===== src/rtl/mux_scan_capture.sv =====
// Scan sequencer and deserializer for an N-bit select mux.
// Walks sel through 0..2**N-1, samples mux_out once per code, and
// presents the rebuilt 2**N-bit word on a valid/ready handshake.
module mux_scan_capture #(
    parameter int unsigned N = 4
) (
    input  logic            clk,
    input  logic            rst,
    input  logic            start,
    input  logic            mux_out,
    output logic [N-1:0]    sel,
    output logic            busy,
    output logic            valid,
    input  logic            ready,
    output logic [2**N-1:0] data
);

    localparam int unsigned W = 2**N;
    localparam logic [N-1:0] SelLast = '1;

    typedef enum logic [1:0] {
        StIdle,
        StScan,
        StHold
    } state_e;

    state_e         state_q, state_d;
    logic [N-1:0]   sel_q,   sel_d;
    logic           busy_q,  busy_d;
    logic           valid_q, valid_d;
    logic [W-1:0]   data_q,  data_d;

    // State and registered outputs; reset drops any partial capture.
    always_ff @(posedge clk or posedge rst) begin
        if (rst) begin
            state_q <= StIdle;
            sel_q   <= '0;
            busy_q  <= 1'b0;
            valid_q <= 1'b0;
            data_q  <= '0;
        end else begin
            state_q <= state_d;
            sel_q   <= sel_d;
            busy_q  <= busy_d;
            valid_q <= valid_d;
            data_q  <= data_d;
        end
    end

    // Next-state: scan sequencing, bit capture and handshake.
    always_comb begin
        state_d = state_q;
        sel_d   = sel_q;
        busy_d  = busy_q;
        valid_d = valid_q;
        data_d  = data_q;

        case (state_q)
            StIdle: begin
                sel_d = '0;
                if (start) begin
                    state_d = StScan;
                    busy_d  = 1'b1;
                end
            end

            StScan: begin
                // mux_out has settled for the code presented this cycle.
                data_d[sel_q] = mux_out;
                if (sel_q == SelLast) begin
                    sel_d   = '0;
                    state_d = StHold;
                    busy_d  = 1'b0;
                    valid_d = 1'b1;
                end else begin
                    sel_d = sel_q + N'(1);
                end
            end

            StHold: begin
                // start only matters on the handshake edge; it is not latched.
                if (valid_q && ready) begin
                    valid_d = 1'b0;
                    sel_d   = '0;
                    if (start) begin
                        state_d = StScan;
                        busy_d  = 1'b1;
                    end else begin
                        state_d = StIdle;
                    end
                end
            end

            default: begin
                state_d = StIdle;
                sel_d   = '0;
                busy_d  = 1'b0;
                valid_d = 1'b0;
            end
        endcase
    end

    assign sel   = sel_q;
    assign busy  = busy_q;
    assign valid = valid_q;
    assign data  = data_q;

endmodule


===== config.mk =====
export PLATFORM = sky130hd
export DESIGN_NAME = mux_scan_capture
export DESIGN_NICKNAME = d
export VERILOG_FILES = /design/src/rtl/mux_scan_capture.sv
export SDC_FILE = /design/constraint.sdc
export NUM_CORES = 1
export LEC_CHECK = 0
export CAP_MARGIN = 5
export CORE_UTILIZATION = 35
export CTS_BUF_LIST = sky130_fd_sc_hd__clkbuf_4 sky130_fd_sc_hd__clkbuf_8 sky130_fd_sc_hd__clkbuf_16
export CTS_CLUSTER_DIAMETER = 50
export DETAILED_ROUTE_END_ITERATION = 8
export PLACE_DENSITY_LB_ADDON = 0.3
export SLEW_MARGIN = 30
export SYNTH_ARGS = -nofsm -noshare
export SYNTH_HDL_FRONTEND = slang
export SYNTH_SLANG_ARGS = --single-unit

===== constraint.sdc =====
create_clock -name clk -period 2 [get_ports clk]
set_clock_uncertainty 0.15 [all_clocks]
set_input_delay 0.2 -clock clk [delete_from_list [all_inputs] [get_ports clk]]
set_output_delay 0.2 -clock clk [all_outputs]
set_load 0.02 [all_outputs]

==> flow_summary.ini <==
[critical_path]
setup.worst_path.start = sel[3]
crit_arrival_ps = 1530
rr_worst_depth = 5
cp.depth = 1
reg2reg_slack_ps = 310
crit_family = buffers and inverters
cp-start-kind = register
path_buf_inv = 1
r2r_end = data[6]
cp_slowest_stage_delay_ps = 670
cp-end-kind = primary output
crit_chain = clkdlybuf4s50_1
worstSetupPathType = register to primary output
crit_fanout = 10
required_ps = 1650
r2r-start = sel[0]
cp_slowest_cell = clkdlybuf4s50_1

[logic_synthesis]
seq_area_frac_synth_pct = 51.8
yosysMostFrequentCell = dfrtp_1
synthesis.area_mm2 = 0.00116
yosysWarningCount = 0
synth_edf_count = 0
syn_inst = 102
synth_nets = 111
synthFlopType = dfrtp_1
synth_top_cell_by_area = dfrtp_1
ys_top_cells_by_count = dfrtp_1 (24), mux2_2 (12), nor2_1 (10), nand3_1 (8), inv_1 (7)
ys_top_cells_by_area = dfrtp_1 (52%), mux2_2 (12%), ha_1 (4.3%)
synth_seq_cells = 24
ys_types = 27
synth-async-reset-ratio_pct = 100
synth_top_area_share_pct = 51.8
avgSynthCellArea_um2 = 11.4

[cells_and_area]
fillers = 327
nets = 138
drive_gt1_share_pct = 16.4
utilization_pct = 47.9
fin_cells = 172
multi_input_area_um2 = 500
antenna_cells = 0
seqCellArea_um2 = 602
syn_to_final_growth_pct = 28.3

[die]
core_area_mm2 = 0.00310
io_pins = 27
die_h_um = 59.6
start_util_pct = 37.4
die_area_mm2 = 0.00355
die_w_um = 59.6
rows = 20

[global_route]
grt_pass1_wl_um = 4000
overflow = 0
grt_start_max_net_pins = 25
antenna_found_initial = 0
grt_pass1_vias = 908
grt.total_usage_pct = 15.1

[timing]
maxSlewHeadroom_pct = 69.1
period_share_pct = 94.2
setup_viol = 0
slew_viol_final = 0
tightest_slew_ps = 463
tns_ps = 0
fmax_mhz = 531
layout_min_cycle_time_ps = 1880
final-hold-violation-count = 0
setup_slack_ps = 115
rsz0062_at_grt = no

[place]
place_hpwl_um = 1640
gp_congestion = 0.800
place_ws_ps = 324
place_inst = 168
portBuffers = 26

[pwr]
peakVddDrop_mv = 0.621
leakage_nw = 0.638
p_per_area_mw_per_mm2 = 1610

[clock_tree]
clockRootBuffer = clkbuf_4
cts_sinks = 24
cts_buffers = 3
cts_htree_levels = 1
postCtsSetupRepairBufs = 0
cts_tree = built
insertion_delay_ps = 310
clockBufferDepth = 2
holdBufCountCts = 0
path_clk_slew_ps = 130

[routing]
drc_errors = 0
drtPass1Iterations = 4
vias = 826
drtIter0Drc = 17
antenna_left = 0
wl_um = 2260
detail_route.wl_per_cell_um = 13.1
avgViaCountPerCell = 4.80

[job]
cap_violations = 0

[outcome]
status = finished, final reports clean

[min_path]
hp-class = input port to async pin
[worst min-delay path, delay by kind of cell]
family	cells	cell delay, ps
buffers and inverters	3	730
[stage by stage]
step                      hold WS, ps  power, W  area (um2)
after global placement            328   0.00212        1450
after global routing              110   0.00255        1490
final                            61.4   0.00239        1490
after floorplan                  64.6   0.00163        1160
after CTS                        58.6   0.00241        1490
after detailed placement          335   0.00215        1450
[routing by layer]
metal  global-route usage (%)  share of wire [%]  up-vias
met3                     1.97                2.8        2
li1                         -                  -      406
met1                     20.4                 50      397
met4                     5.98               0.62        0
met2                     24.6                 47       21
met5                        0                  0        -
[registers in the layout, summed over array words and instances (netlist names)]
name and flops:
data 16, busy 1, valid 1, state_q 2
sel 4
[cell families (layout without fill, tap and decap cells)]
| kind of cell | Yosys count | after routing | share of synthesized area [%] |
|---|---|---|---|
| and+or+nand+nor | 37 | 37 | 17.4 |
| DFF | 24 | 24 | 51.8 |
| muxes | 17 | 17 | 16.7 |
| buffers and inverters | 12 | 38 | 5.07 |
| AOI/OAI and AO/OA | 8 | 8 | 4.75 |
| adders and majority gates | 4 | 4 | 4.32 |
[power by group]
part           switching, W  total (W)  internal, W
logic              0.000607    0.00124     0.000636
clock network      0.000142   0.000253     0.000111
registers          0.000191   0.000893     0.000701
total              0.000940    0.00239      0.00145
[final cells by class]
class / instances / area share [%]
multi-input combinational: 66 / 33.6
clock buffer: 4 / 2.44
sequential: 24 / 40.5
tap: 44 / 3.70
timing repair buffer: 27 / 18.0
inverter: 7 / 1.77
[repair_timing]
action	in CTS	in global routing
hold endpoints to repair	0	0
setup endpoints to repair	0	1
gates resized for setup	0	1
[worst max-delay path by stage]
| stage | slack (ps) | end |
|---|---|---|
| final | 120 | sel[3] |
| after global routing | 50 | sel[3] |
| after CTS | 50 | sel[2] |
| after detailed placement | 320 | data[6] |
| after global placement | 370 | data[10] |
| after floorplan | 390 | data[7] |
[placed cells by master (no fill, tap or decap), drive strengths merged]
master / n
clkdlybuf4s50: 26
dfrtp: 24
mux2: 16
nor2: 10
nand3: 8
inv: 7
nand2: 4
nand2b: 4
nand3b: 4
ha: 4
nand4: 4
clkbuf: 4
o21ai: 3
and2b: 1
nor2b: 1
and2: 1
a32oi: 1
o22ai: 1
a22o: 1
a22oi: 1
mux2i: 1
o221ai: 1
buf: 1
(Power assumes the default switching activity.)
